### config.mk
export PLATFORM = sky130hd
export DESIGN_NAME = cfg_mgmt_axis_bridge_flat
export DESIGN_NICKNAME = d
export VERILOG_FILES = /design/src/rtl/cfg_bridge_pkg.sv /design/src/rtl/cfg_mgmt_axis_bridge_if.sv /design/src/rtl/cfg_mgmt_axis_bridge.sv /design/src/flat_wrapper.sv
export SDC_FILE = /design/constraint.sdc
export NUM_CORES = 1
export LEC_CHECK = 0
export CORE_UTILIZATION = 23
export DETAILED_ROUTE_END_ITERATION = 16
export GPL_ROUTABILITY_DRIVEN = 0
export SYNTH_ARGS = -nofsm -noshare
export SYNTH_HDL_FRONTEND = slang
export SYNTH_SLANG_ARGS = --single-unit
### constraint.sdc
create_clock -name user_clk -period 3.3 [get_ports user_clk]
set_clock_uncertainty 0.15 [all_clocks]
set_input_delay 0.66 -clock user_clk [delete_from_list [all_inputs] [get_ports user_clk]]
set_output_delay 0.66 -clock user_clk [all_outputs]
set_load 0.005 [all_outputs]
### src/rtl/cfg_bridge_pkg.sv
// cfg_bridge_pkg: header field positions, FSM state codes and response status codes
// for the config-management stream bridge.
package cfg_bridge_pkg;
   localparam int ADDR_LSB = 0;
   localparam int ADDR_MSB = 9;
   localparam int BE_LSB   = 10;
   localparam int WR_BIT   = 16;
   localparam int RO_BIT   = 17;
   localparam int RW1C_BIT = 18;

   typedef logic [2:0] state_t;
   localparam state_t S_IDLE  = 3'd0;
   localparam state_t S_DATA  = 3'd1;
   localparam state_t S_DRAIN = 3'd2;
   localparam state_t S_ISSUE = 3'd3;
   localparam state_t S_RESP  = 3'd4;

   localparam logic [1:0] ST_OK        = 2'd0;
   localparam logic [1:0] ST_TIMEOUT   = 2'd1;
   localparam logic [1:0] ST_MALFORMED = 2'd2;
endpackage

### src/rtl/cfg_mgmt_axis_bridge_if.sv
// cfg_mgmt_axis_bridge_if: request/response streams plus the PCIe cfg_mgmt port;
// master is the bridge side, slave is the DMA/core environment side.
interface cfg_mgmt_axis_bridge_if;
   logic [31:0] s_axis_req_tdata;
   logic        s_axis_req_tvalid;
   logic        s_axis_req_tready;
   logic        s_axis_req_tlast;
   logic [31:0] m_axis_rsp_tdata;
   logic        m_axis_rsp_tvalid;
   logic        m_axis_rsp_tready;
   logic        m_axis_rsp_tlast;
   logic [3:0]  m_axis_rsp_tkeep;
   logic [1:0]  m_axis_rsp_tuser;
   logic [9:0]  cfg_mgmt_dwaddr;
   logic [3:0]  cfg_mgmt_byte_en;
   logic [31:0] cfg_mgmt_di;
   logic        cfg_mgmt_rd_en;
   logic        cfg_mgmt_wr_en;
   logic        cfg_mgmt_wr_readonly;
   logic        cfg_mgmt_wr_rw1c_as_rw;
   logic [31:0] cfg_mgmt_do;
   logic        cfg_mgmt_rd_wr_done;

   modport master (
      input  s_axis_req_tdata, s_axis_req_tvalid, s_axis_req_tlast,
      output s_axis_req_tready,
      output m_axis_rsp_tdata, m_axis_rsp_tvalid, m_axis_rsp_tlast, m_axis_rsp_tkeep, m_axis_rsp_tuser,
      input  m_axis_rsp_tready,
      output cfg_mgmt_dwaddr, cfg_mgmt_byte_en, cfg_mgmt_di, cfg_mgmt_rd_en, cfg_mgmt_wr_en,
      output cfg_mgmt_wr_readonly, cfg_mgmt_wr_rw1c_as_rw,
      input  cfg_mgmt_do, cfg_mgmt_rd_wr_done
   );

   modport slave (
      output s_axis_req_tdata, s_axis_req_tvalid, s_axis_req_tlast,
      input  s_axis_req_tready,
      input  m_axis_rsp_tdata, m_axis_rsp_tvalid, m_axis_rsp_tlast, m_axis_rsp_tkeep, m_axis_rsp_tuser,
      output m_axis_rsp_tready,
      input  cfg_mgmt_dwaddr, cfg_mgmt_byte_en, cfg_mgmt_di, cfg_mgmt_rd_en, cfg_mgmt_wr_en,
      input  cfg_mgmt_wr_readonly, cfg_mgmt_wr_rw1c_as_rw,
      output cfg_mgmt_do, cfg_mgmt_rd_wr_done
   );
endinterface

### src/rtl/cfg_mgmt_axis_bridge.sv
// cfg_mgmt_axis_bridge: decodes one request packet into one cfg_mgmt read/write,
// waits for done (bounded by TIMEOUT_CYCLES) and returns one status/data beat.
module cfg_mgmt_axis_bridge
   import cfg_bridge_pkg::*;
#(
   parameter int TIMEOUT_CYCLES = 1023
) (
   input  logic                   user_clk,
   input  logic                   user_rst_n,
   cfg_mgmt_axis_bridge_if.master bus
);
   localparam int CW = $clog2(TIMEOUT_CYCLES);
   localparam logic [CW-1:0] CNT_LAST = CW'(TIMEOUT_CYCLES - 1);

   state_t        state_q, state_d;
   logic [CW-1:0] cnt_q, cnt_d;
   logic          rdy_q;
   logic [9:0]    addr_q, addr_d;
   logic [3:0]    be_q, be_d;
   logic [31:0]   di_q, di_d;
   logic          wr_q, wr_d, ro_q, ro_d, rw1c_q, rw1c_d;
   logic [31:0]   data_q, data_d;
   logic [1:0]    user_q, user_d;
   logic          req_fire;
   logic [31:0]   hdr;

   assign hdr      = bus.s_axis_req_tdata;
   assign req_fire = bus.s_axis_req_tvalid && bus.s_axis_req_tready;

   always_comb begin
      state_d = state_q;
      cnt_d   = (state_q == S_ISSUE) ? cnt_q + 1'b1 : '0;
      addr_d  = addr_q;
      be_d    = be_q;
      di_d    = di_q;
      wr_d    = wr_q;
      ro_d    = ro_q;
      rw1c_d  = rw1c_q;
      data_d  = data_q;
      user_d  = user_q;
      case (state_q)
         S_IDLE: if (req_fire) begin
            addr_d  = hdr[ADDR_MSB:ADDR_LSB];
            wr_d    = hdr[WR_BIT];
            be_d    = hdr[WR_BIT] ? hdr[BE_LSB +: 4] : 4'h0;
            ro_d    = hdr[RO_BIT];
            rw1c_d  = hdr[RW1C_BIT];
            state_d = hdr[WR_BIT] ? (bus.s_axis_req_tlast ? S_RESP : S_DATA)
                                  : (bus.s_axis_req_tlast ? S_ISSUE : S_DRAIN);
            if (hdr[WR_BIT] && bus.s_axis_req_tlast) begin
               data_d = '0;
               user_d = ST_MALFORMED;
            end
         end
         S_DATA: if (req_fire) begin
            di_d    = hdr;
            state_d = bus.s_axis_req_tlast ? S_ISSUE : S_DRAIN;
         end
         S_DRAIN: if (req_fire && bus.s_axis_req_tlast) begin
            state_d = S_RESP;
            data_d  = '0;
            user_d  = ST_MALFORMED;
         end
         // done takes priority over an expiry in the same cycle
         S_ISSUE: if (bus.cfg_mgmt_rd_wr_done) begin
            state_d = S_RESP;
            data_d  = wr_q ? '0 : bus.cfg_mgmt_do;
            user_d  = ST_OK;
         end else if (cnt_q == CNT_LAST) begin
            state_d = S_RESP;
            data_d  = '0;
            user_d  = ST_TIMEOUT;
         end
         S_RESP: if (bus.m_axis_rsp_tready) state_d = S_IDLE;
         default: state_d = S_IDLE;
      endcase
   end

   always_ff @(posedge user_clk or negedge user_rst_n) begin
      if (!user_rst_n) begin
         state_q <= S_IDLE;
         cnt_q   <= '0;
         rdy_q   <= 1'b0;
         addr_q  <= '0;
         be_q    <= '0;
         di_q    <= '0;
         wr_q    <= 1'b0;
         ro_q    <= 1'b0;
         rw1c_q  <= 1'b0;
         data_q  <= '0;
         user_q  <= ST_OK;
      end else begin
         state_q <= state_d;
         cnt_q   <= cnt_d;
         rdy_q   <= 1'b1;
         addr_q  <= addr_d;
         be_q    <= be_d;
         di_q    <= di_d;
         wr_q    <= wr_d;
         ro_q    <= ro_d;
         rw1c_q  <= rw1c_d;
         data_q  <= data_d;
         user_q  <= user_d;
      end
   end

   // rdy_q keeps tready low while reset is held even though the state is IDLE
   assign bus.s_axis_req_tready = rdy_q && (state_q == S_IDLE || state_q == S_DATA || state_q == S_DRAIN);
   assign bus.m_axis_rsp_tvalid = state_q == S_RESP;
   assign bus.m_axis_rsp_tdata  = data_q;
   assign bus.m_axis_rsp_tuser  = user_q;
   assign bus.m_axis_rsp_tlast  = 1'b1;
   assign bus.m_axis_rsp_tkeep  = 4'hF;
   assign bus.cfg_mgmt_dwaddr   = addr_q;
   assign bus.cfg_mgmt_byte_en  = be_q;
   assign bus.cfg_mgmt_di       = di_q;
   assign bus.cfg_mgmt_rd_en    = state_q == S_ISSUE && !wr_q;
   assign bus.cfg_mgmt_wr_en    = state_q == S_ISSUE && wr_q;
   assign bus.cfg_mgmt_wr_readonly   = ro_q;
   assign bus.cfg_mgmt_wr_rw1c_as_rw = rw1c_q;
endmodule

### src/flat_wrapper.sv
// flat-port wrapper written by rule: the top's interface ports become plain ports
module cfg_mgmt_axis_bridge_flat import cfg_bridge_pkg::*;
#(
   parameter int TIMEOUT_CYCLES = 1023
)
  (user_clk, user_rst_n, bus_s_axis_req_tdata, bus_s_axis_req_tvalid, bus_s_axis_req_tlast, bus_s_axis_req_tready, bus_m_axis_rsp_tdata, bus_m_axis_rsp_tvalid, bus_m_axis_rsp_tlast, bus_m_axis_rsp_tkeep, bus_m_axis_rsp_tuser, bus_m_axis_rsp_tready, bus_cfg_mgmt_dwaddr, bus_cfg_mgmt_byte_en, bus_cfg_mgmt_di, bus_cfg_mgmt_rd_en, bus_cfg_mgmt_wr_en, bus_cfg_mgmt_wr_readonly, bus_cfg_mgmt_wr_rw1c_as_rw, bus_cfg_mgmt_do, bus_cfg_mgmt_rd_wr_done);
  cfg_mgmt_axis_bridge_if bus_i ();
  input  logic user_clk;
  input  logic user_rst_n;
  input wire logic [$bits(bus_i.s_axis_req_tdata)-1:0] bus_s_axis_req_tdata;
  input wire logic [$bits(bus_i.s_axis_req_tvalid)-1:0] bus_s_axis_req_tvalid;
  input wire logic [$bits(bus_i.s_axis_req_tlast)-1:0] bus_s_axis_req_tlast;
  output wire logic [$bits(bus_i.s_axis_req_tready)-1:0] bus_s_axis_req_tready;
  output wire logic [$bits(bus_i.m_axis_rsp_tdata)-1:0] bus_m_axis_rsp_tdata;
  output wire logic [$bits(bus_i.m_axis_rsp_tvalid)-1:0] bus_m_axis_rsp_tvalid;
  output wire logic [$bits(bus_i.m_axis_rsp_tlast)-1:0] bus_m_axis_rsp_tlast;
  output wire logic [$bits(bus_i.m_axis_rsp_tkeep)-1:0] bus_m_axis_rsp_tkeep;
  output wire logic [$bits(bus_i.m_axis_rsp_tuser)-1:0] bus_m_axis_rsp_tuser;
  input wire logic [$bits(bus_i.m_axis_rsp_tready)-1:0] bus_m_axis_rsp_tready;
  output wire logic [$bits(bus_i.cfg_mgmt_dwaddr)-1:0] bus_cfg_mgmt_dwaddr;
  output wire logic [$bits(bus_i.cfg_mgmt_byte_en)-1:0] bus_cfg_mgmt_byte_en;
  output wire logic [$bits(bus_i.cfg_mgmt_di)-1:0] bus_cfg_mgmt_di;
  output wire logic [$bits(bus_i.cfg_mgmt_rd_en)-1:0] bus_cfg_mgmt_rd_en;
  output wire logic [$bits(bus_i.cfg_mgmt_wr_en)-1:0] bus_cfg_mgmt_wr_en;
  output wire logic [$bits(bus_i.cfg_mgmt_wr_readonly)-1:0] bus_cfg_mgmt_wr_readonly;
  output wire logic [$bits(bus_i.cfg_mgmt_wr_rw1c_as_rw)-1:0] bus_cfg_mgmt_wr_rw1c_as_rw;
  input wire logic [$bits(bus_i.cfg_mgmt_do)-1:0] bus_cfg_mgmt_do;
  input wire logic [$bits(bus_i.cfg_mgmt_rd_wr_done)-1:0] bus_cfg_mgmt_rd_wr_done;
  assign bus_i.s_axis_req_tdata = bus_s_axis_req_tdata;
  assign bus_i.s_axis_req_tvalid = bus_s_axis_req_tvalid;
  assign bus_i.s_axis_req_tlast = bus_s_axis_req_tlast;
  assign bus_s_axis_req_tready = bus_i.s_axis_req_tready;
  assign bus_m_axis_rsp_tdata = bus_i.m_axis_rsp_tdata;
  assign bus_m_axis_rsp_tvalid = bus_i.m_axis_rsp_tvalid;
  assign bus_m_axis_rsp_tlast = bus_i.m_axis_rsp_tlast;
  assign bus_m_axis_rsp_tkeep = bus_i.m_axis_rsp_tkeep;
  assign bus_m_axis_rsp_tuser = bus_i.m_axis_rsp_tuser;
  assign bus_i.m_axis_rsp_tready = bus_m_axis_rsp_tready;
  assign bus_cfg_mgmt_dwaddr = bus_i.cfg_mgmt_dwaddr;
  assign bus_cfg_mgmt_byte_en = bus_i.cfg_mgmt_byte_en;
  assign bus_cfg_mgmt_di = bus_i.cfg_mgmt_di;
  assign bus_cfg_mgmt_rd_en = bus_i.cfg_mgmt_rd_en;
  assign bus_cfg_mgmt_wr_en = bus_i.cfg_mgmt_wr_en;
  assign bus_cfg_mgmt_wr_readonly = bus_i.cfg_mgmt_wr_readonly;
  assign bus_cfg_mgmt_wr_rw1c_as_rw = bus_i.cfg_mgmt_wr_rw1c_as_rw;
  assign bus_i.cfg_mgmt_do = bus_cfg_mgmt_do;
  assign bus_i.cfg_mgmt_rd_wr_done = bus_cfg_mgmt_rd_wr_done;
  cfg_mgmt_axis_bridge #(.TIMEOUT_CYCLES(TIMEOUT_CYCLES)) u_core (.user_clk(user_clk), .user_rst_n(user_rst_n), .bus(bus_i));
endmodule
==> results.py, run 1 <==
metrics = {
    "outcome": {
        "status": "finished, final reports clean",
    },
    "placed_design": {
        "placedCellCount": 642,
        "portBuffers": 155,
        "hpwl_um": 6900,
        "placed_cell_area_um2": 5640,
    },
    "timing": {
        "final.setup.tns_ns": 0,
        "fin_crit_sh": 0.792,
        "hold_viol": 0,
        "setup_violations": 0,
        "max_slew_margin": 0.627,
        "fmax_mhz": 383,
        "fin_crit_ns": 2.61,
        "rsz0062_at_grt": "no",
        "final_max_slew_viol_count": 0,
        "holdWs_ns": 0.146,
        "worstMarginPinSlew_ns": 0.560,
    },
    "detailed_routing": {
        "drt_iter0_markers": 54,
        "vias_per_cell": 4.25,
        "first_pass_iters": 4,
        "wl_per_cell_um": 14.8,
        "drc_errors": 0,
        "drtAntennaViolNets": 0,
        "vias": 2791,
        "wirelength_um": 9750,
    },
    "worst_setup_path": {
        "cp-end-kind": "output port",
        "crit_path_start_kind": "flip-flop",
        "worst-endpoint-arrival_ns": 1.80,
        "worstSetupPathType": "flip-flop to output port",
        "crit-reg2reg-capture": "u_core.bus.m_axis_rsp_tdata[31]$_DFFE_PN0P_",
        "worst_r2r_path_depth": 5,
        "r2r-start": "u_core.state_q[2]$_DFFE_PN0P_",
        "worstPathMaxFanout": 11,
        "cp.required_ns": 2.49,
        "reg2reg_setup_slack_ns": 1.12,
    },
    "cells_and_area": {
        "layoutNonFillerInstCount": 657,
        "regArea_um2": 2430,
        "n_antenna_cell": 0,
        "postLayoutCoreUtil": 0.370,
        "multi_input_area_um2": 1290,
        "nFillCells": 1592,
        "finalNetCount": 510,
        "syn2layout_area_growth_pct": 54.6,
        "drive_gt1_frac": 0.179,
        "final_area_um2": 5960,
    },
    "clocking": {
        "cts.sinks": 97,
        "cts_root_buffer": "clkbuf_16",
        "htree_num_levels": 3,
        "cts_tree": "built",
        "cts_hold_buf": 0,
        "path_clk_slew_ns": 0.07,
        "post_cts_resized": 0,
        "cts_setup_buffers": 0,
        "cts_buffers": 9,
        "clock_latency_ns": 0.34,
        "clockBufferDepth": 2,
    },
    "synth": {
        "yosysSeqAreaShare": 0.630,
        "syn_inst": 279,
        "synth_seq_cells": 97,
        "syn_avg_cell_area_um2": 13.8,
        "yosys_warnings": 0,
        "yosys-top-cells-count": "dfrtp_1, mux2_2, a22o_1",
        "synthMostInstantiatedCell": "dfrtp_1",
        "synth_area_leaders": "dfrtp_1, mux2_2, a22o_1",
        "synth_ff_type": "dfrtp_1",
        "synthesis.area_um2": 3850,
        "synth_edf_count": 0,
        "synth_top_area_cell": "dfrtp_1",
        "synth_top_area_frac": 0.630,
        "async_reset_ff_frac": 1.00,
        "synth.lib_cells_used.distinct": 35,
    },
    "die": {
        "num_rows": 46,
        "initial_core_util": 0.239,
        "pin_count": 161,
        "die_y_um": 131,
        "die_w_um": 131,
        "core_um2": 16100,
        "die_area_um2": 17300,
    },
    "power": {
        "p_sw_frac": 0.263,
        "p_leak_nw": 2.52,
        "p_per_area_nw_per_um2": 830,
        "p_seq_frac": 0.403,
        "pwr-share-clk": 0.228,
        "p_comb_frac": 0.369,
        "ir_drop_mv": 0.390,
        "p_sw_mw": 1.30,
        "p_int_mw": 3.64,
    },
    "global_routing": {
        "grt_pass1_vias": 2939,
        "grt_first_pass_wirelength_um": 15900,
        "antenna_found_initial": 0,
        "grt_max_degree": 56,
        "grt_overflow": 0,
        "track_usage": 0.118,
    },
    "worst_hold_path": {
        "hp-class": "input pin to async pin",
    },
    "job": {
        "cap_violations": 0,
    },
}
state kept, by name, indices dropped and copies added, names as in the netlist:
signal,cells
u_core.bus.cfg_mgmt_wr_readonly,1
u_core.bus.m_axis_rsp_tdata,32
u_core.bus.cfg_mgmt_di,32
u_core.cnt_q,10
u_core.state_q,3
u_core.bus.cfg_mgmt_wr_rw1c_as_rw,1
u_core.bus.cfg_mgmt_byte_en,4
u_core.bus.m_axis_rsp_tuser,2
u_core.bus.cfg_mgmt_dwaddr,10
u_core.rdy_q,1
u_core.wr_q,1
power groups by stage:
stage | clock network (mW) | logic, mW | registers, mW
final | 1.12 | 1.82 | 1.99
after global routing | 1.22 | 1.96 | 2.07
after CTS | 1.17 | 1.86 | 2.00
after detailed placement | 0 | 1.85 | 2.01
after global placement | 0 | 1.82 | 2.00
after floorplan | 0 | 0.624 | 1.99
critical path: stages (launching register included):
cell,delay (ns)
dfrtp_1,0.52
nand3b_1,0.29
nor2_1,0.13
clkdlybuf4s50_1,0.52
how the worst max path moves through the flow:
| stage | from | endpoint | slack (ns) |
|---|---|---|---|
| 2_1_floorplan | bus_s_axis_req_tlast | u_core.bus.m_axis_rsp_tdata[10]$_DFFE_PN0P_ | 1.23 |
| 5_1_grt | u_core.state_q[2]$_DFFE_PN0P_ | bus_cfg_mgmt_wr_en | 0.54 |
| 4_1_cts | u_core.state_q[2]$_DFFE_PN0P_ | bus_cfg_mgmt_wr_en | 0.64 |
| 3_3_place_gp | bus_s_axis_req_tlast | u_core.bus.m_axis_rsp_tdata[31]$_DFFE_PN0P_ | 0.56 |
| 6_report | u_core.state_q[2]$_DFFE_PN0P_ | bus_cfg_mgmt_wr_en | 0.69 |
| 3_5_place_dp | bus_s_axis_req_tlast | u_core.bus.m_axis_rsp_tdata[0]$_DFFE_PN0P_ | 0.53 |
logic make-up (layout without fill, tap and decap cells):
kind of cell,count (synthesis),in the layout,synth area share
flops,97,97,0.630
compound gates,51,51,0.107
simple gates,46,46,0.0623
mux,45,45,0.132
buf+inv,30,187,0.0445
xor+xnor,6,6,0.0136
fa+ha+maj,3,3,0.00974
other cells,1,6,0.000973
through the flow:
stage | power [mW] | setup WS, ns
detailed placement | 3.86 | 0.526
global placement | 3.81 | 0.555
global route | 5.25 | 0.539
CTS | 5.03 | 0.641
finish | 4.94 | 0.688
floorplan | 2.61 | 1.23
cell usage in the layout, fill, tap and decap left out, drive strengths merged:
cell and n:
nor4 1, or3 3, a22o 33, conb 6, buf 8, clkinv 2
nand3b 1, nor2b 1, inv 10, ha 3, nand2 8, a31oi 1
bufinv 2, clkdlybuf4s50 154, dfrtp 97, xor2 1, mux2 45, nand4b 1
nand3 8, o32a 1, nor3 6, xnor2 5, nand4 3, a211o 2
nor2 14, clkbuf 11, o211ai 1, o21ai 9, a21oi 3, a211oi 1
final cells by class:
type                    count  share of cell area
flip-flops and latches     97               0.407
clock inverters             4              0.0130
multi-input cells         157               0.216
repair buffers            162               0.271
clock buffers              11              0.0407
well taps                 216              0.0454
inverters                  10             0.00630
routing by layer:
metal  routed length [um]  GRT usage
met5                    0          0
met4                  107     0.0407
met3                  829     0.0490
met1                 4360      0.149
met2                 4460      0.180
Note: power is estimated with default switching activity, not from simulation.
==> inputs of run 2 (changes only) <==
==> constraint.sdc (replaced) <==
create_clock -name user_clk -period 2.7 [get_ports user_clk]
set_clock_uncertainty 0.15 [all_clocks]
set_input_delay 0.54 -clock user_clk [delete_from_list [all_inputs] [get_ports user_clk]]
set_output_delay 0.54 -clock user_clk [all_outputs]
set_load 0.005 [all_outputs]
==> run 2 against run 1 <==
Net effect: design area shrank 0.27%; setup slack lost 0.49 ns; worst hold slack worse by 0.14 ns; power is 20% higher; core utilization shrank 0.10 points; routed wire length grew 1.3%; sequential share of layout area up 0.11 points; cell count is the same; clock power increased by 12%; non-clock buffer count grew 1; sequential cell count is the same; sequential power rose by 23%; critical path type unchanged; largest power group unchanged; highest routed layer unchanged.
==> results.py, run 2 (synthesis gave the netlist of run 1 again) <==
metrics = {
    "outcome": {
        "status": "finished, final reports clean",
    },
    "global_routing": {
        "grt_max_degree": 40,
        "track_usage": 0.122,
        "antenna_found_initial": 0,
        "grt_pass1_vias": 3080,
        "grt_overflow": 0,
        "grt_first_pass_wirelength_um": 16500,
    },
    "die": {
        "core_um2": 16100,
        "die_area_um2": 17300,
        "die_w_um": 131,
        "die_y_um": 131,
        "pin_count": 161,
        "num_rows": 46,
        "initial_core_util": 0.239,
    },
    "cells_and_area": {
        "syn2layout_area_growth_pct": 54.1,
        "finalNetCount": 511,
        "final_area_um2": 5940,
        "nFillCells": 1564,
        "n_antenna_cell": 0,
        "layoutNonFillerInstCount": 657,
        "most-common-layout-cells": "clkdlybuf4s50_1, dfrtp_1, mux2_2",
        "drive_gt1_frac": 0.179,
        "layout_commonest_cell": "clkdlybuf4s50_1",
    },
    "placed_design": {
        "portBuffers": 155,
        "hpwl_um": 7190,
        "placedCellCount": 643,
        "placed_cell_area_um2": 5660,
    },
    "power": {
        "p_leak_nw": 2.51,
        "p_per_area_nw_per_um2": 999,
        "power.total_mw": 5.94,
        "ir_drop_mv": 0.502,
    },
    "worst_setup_path": {
        "cp.required_ns": 2.01,
        "worstPathMaxFanout": 11,
        "worstSetupPathType": "flip-flop to output port",
        "cp-startpoint": "u_core.state_q[2]$_DFFE_PN0P_",
        "cp-end-kind": "output port",
        "crit_path_start_kind": "flip-flop",
        "r2r-start": "u_core.state_q[2]$_DFFE_PN0P_",
        "worst-endpoint-arrival_ns": 1.81,
    },
    "clocking": {
        "cts_root_buffer": "clkbuf_16",
        "path_clk_slew_ns": 0.07,
        "cts.sinks": 97,
        "clock_latency_ns": 0.35,
        "post_cts_resized": 0,
        "cts_hold_buf": 0,
        "clockBufferDepth": 2,
        "cts_setup_buffers": 0,
        "cts_buffers": 9,
        "htree_num_levels": 3,
        "cts_tree": "built",
    },
    "detailed_routing": {
        "vias_per_cell": 4.26,
        "vias": 2797,
        "drt_iter0_markers": 100,
        "wirelength_um": 9880,
        "first_pass_iters": 4,
        "drc_errors": 0,
        "wl_per_cell_um": 15.0,
        "drtAntennaViolNets": 0,
    },
    "timing": {
        "setup_violations": 0,
        "hold_viol": 0,
        "fin_crit_ns": 2.50,
        "final_max_slew_viol_count": 0,
        "max_slew_margin": 0.664,
        "fmax_mhz": 399,
        "final.setup.tns_ns": 0,
        "holdWs_ns": 0.00207,
        "worstMarginPinSlew_ns": 0.505,
        "fin_crit_sh": 0.927,
        "rsz0062_at_grt": "no",
    },
    "job": {
        "cap_violations": 0,
    },
    "worst_hold_path": {
        "hp-class": "input pin to async pin",
    },
}
run 2: changes by cell type in the layout (fill, tap and decap cells not counted):
cell / before / now
clkinvlp_4: 0 / 1
buf_12: 1 / 2
bufinv_16: 2 / 1
clkbuf_8: 1 / 0
clkinv_4: 2 / 1
inv_6: 0 / 1
run 2: layout make-up:
cell class              instances  area (um^2)  area share
clock inverters                 4         55.1     0.00927
flip-flops and latches         97         2430       0.409
multi-input cells             157         1290       0.217
clock buffers                  10          229      0.0385
well taps                     216          270      0.0455
inverters                      10         37.5     0.00632
repair buffers                163         1630       0.275
run 2: power by group:
part / internal [mW] / total (mW) / switching [mW] / leakage (nW)
registers: 2.06 / 2.45 / 0.387 / 1.25
clock network: 0.713 / 1.25 / 0.536 / 0.135
logic: 1.56 / 2.24 / 0.679 / 1.13
run 2: worst paths after layout:
| path | end | slack, ns | depth (start not counted) |
|---|---|---|---|
| max | bus_cfg_mgmt_wr_en | 0.20 | 3 |
| min | u_core.bus.cfg_mgmt_di[25]$_DFFE_PN0P_ | 0.002 | 1 |
| max reg2reg | u_core.bus.m_axis_rsp_tdata[0]$_DFFE_PN0P_ | 0.51 | 5 |
| min reg2reg | u_core.bus.m_axis_rsp_tdata[18]$_DFFE_PN0P_ | 0.35 | 1 |
| max in group asynchronous | u_core.bus.cfg_mgmt_wr_readonly$_DFFE_PN0P_ | 1.66 | 2 |
| min in group user_clk | u_core.bus.m_axis_rsp_tdata[18]$_DFFE_PN0P_ | 0.35 | 1 |
run 2: per-stage QoR:
stage	utilization	setup slack [ns]
floorplan	-	0.750
global placement	0.351	0.0768
detailed placement	0.351	0.0505
CTS	0.369	0.166
global route	0.369	0.0904
finish	0.369	0.196
run 2: per-layer routing:
layer / global-route usage / wire (um) / vias to the layer above
met5: 0 / 0 / -
met3: 0.0559 / 914 / 15
met1: 0.147 / 4290 / 1365
met4: 0.0497 / 205 / 0
met2: 0.188 / 4460 / 116
li1: - / - / 1301
run 2: worst max-delay path: stages, from the launching register on:
cell,delay (ns)
dfrtp_1,0.53
nand3b_1,0.30
nor2_1,0.12
clkdlybuf4s50_1,0.52
==> variant: new RTL, flow settings as in run 2 <==
`TIMEOUT_CYCLES` is set to 1023 in 2 places; all go to 255.
--- a/src/rtl/cfg_mgmt_axis_bridge.sv
+++ b/src/rtl/cfg_mgmt_axis_bridge.sv
@@ -3,7 +3,7 @@
 module cfg_mgmt_axis_bridge
    import cfg_bridge_pkg::*;
 #(
-   parameter int TIMEOUT_CYCLES = 1023
+   parameter int TIMEOUT_CYCLES = 255
 ) (
    input  logic                   user_clk,
    input  logic                   user_rst_n,
--- a/src/flat_wrapper.sv
+++ b/src/flat_wrapper.sv
@@ -1,7 +1,7 @@
 // flat-port wrapper written by rule: the top's interface ports become plain ports
 module cfg_mgmt_axis_bridge_flat import cfg_bridge_pkg::*;
 #(
-   parameter int TIMEOUT_CYCLES = 1023
+   parameter int TIMEOUT_CYCLES = 255
 )
   (user_clk, user_rst_n, bus_s_axis_req_tdata, bus_s_axis_req_tvalid, bus_s_axis_req_tlast, bus_s_axis_req_tready, bus_m_axis_rsp_tdata, bus_m_axis_rsp_tvalid, bus_m_axis_rsp_tlast, bus_m_axis_rsp_tkeep, bus_m_axis_rsp_tuser, bus_m_axis_rsp_tready, bus_cfg_mgmt_dwaddr, bus_cfg_mgmt_byte_en, bus_cfg_mgmt_di, bus_cfg_mgmt_rd_en, bus_cfg_mgmt_wr_en, bus_cfg_mgmt_wr_readonly, bus_cfg_mgmt_wr_rw1c_as_rw, bus_cfg_mgmt_do, bus_cfg_mgmt_rd_wr_done);
   cfg_mgmt_axis_bridge_if bus_i ();
Function: same outputs for any inputs over 10 cycles, from zero or initial values and one cycle with user_rst_n low; that may be too few to reach the edited logic, so the function may still have changed.
==> variant against run 2 <==
Area after synthesis down 3.2%; first-iteration DRC count down 48%; total power down 6.3%; sequential cell count down 2; cell area down 1.9%; register-to-register slack worse by 0.13 ns; worst setup slack better by 0.024 ns; fmax up 0.95%; cell count down 2.1%; sequential power down 7%; wire length down 6.7%; global-route usage down 0.75 points; synthesized cell count down 5.7%; critical path type unchanged; critical endpoint is now bus_cfg_mgmt_rd_en; highest routed layer unchanged.
==> variant: results (changes against run 2) <==
* Vias in the first global route at 2841 (-7.8%)
* # placed instances at 627 (-2.5%)
* Slew HR at 24.6% (-42 points)
* Status: completed
* Peak supply drop at 0.422 mV (-16%)
* Critical path peak fanout at 7 (-4)
* Critical path's top delay family: buffers and inverters
* Pleak at 2.52 nW (+0.33%)
* Placed Area at 5530 um2 (-2.3%)
* Number of synthesized register bits at 95 (-2.1%)
* Drt via density at 4.22 (-0.96%)
* NetSw at 1.49 mW (-6.7%)
* Seq area share at 40.8% (-0.069 points)
* Hold WS at 0.0236 ns (+0.0215 ns)
* Slowest CP cell: clkdlybuf4s50_1
* Share of the yosys chip area belonging to registers at 63.7% (+0.73 points)
* Final Non-Filler Cells at 643 (-2.1%)
* Multi-input logic area at 1220 um2 (-5.6%)
* Non-clock buffer count in the final layout at 164 (+0.61%)
* R2R Setup Slk at 0.38 ns (-0.13 ns)
* Data buffer area share at 28.4% (+0.87 points)
* Post-Synthesis Cells at 263 (-5.7%)
* DR WL/cell at 14.3 um (-4.7%)
* Worst slack, placed at 0.122 ns (+0.0713 ns)
* Synth top area cells: dfrtp_1 (64%), mux2_2 (11%), a22o_1 (7.5%)
* Initial drt markers at 52 (-48%)
* Power after layout at 5.56 mW (-6.3%)
* Commonest cells post-synth: dfrtp_1 (95), mux2_2 (36), a22o_1 (32), nor2_1 (13), nand2_1 (11)
* R2R cell count at 4 (-1)
## variant: logic make-up (layout without fill, tap and decap cells)
kind of cell / Yosys count / after routing / synth area share (%)
DFF: 95 / 95 / 63.7
AOI/OAI and AO/OA: 48 / 48 / 10.3
muxes: 47 / 47 / 14.4
and+or+nand+nor: 38 / 38 / 4.93
buffers and inverters: 25 / 184 / 4.22
xor gates and xnor gates: 6 / 6 / 1.41
adders and majority gates: 3 / 3 / 1.01
other: 1 / 6 / 0.100
## variant: timing repair
item	4_1_cts	5_1_grt
hold endpoints to repair	0	0
resized for setup	0	0
endpoints found under the setup margin	0	34
setup buffers	0	1
## variant: layer usage
layer	GRT usage [%]	vias up	share of wire, %
met5	0	-	0
met3	4.91	14	10
met2	17.8	113	46
met1	13.6	1338	42
met4	5.61	0	1.9
li1	-	1246	-
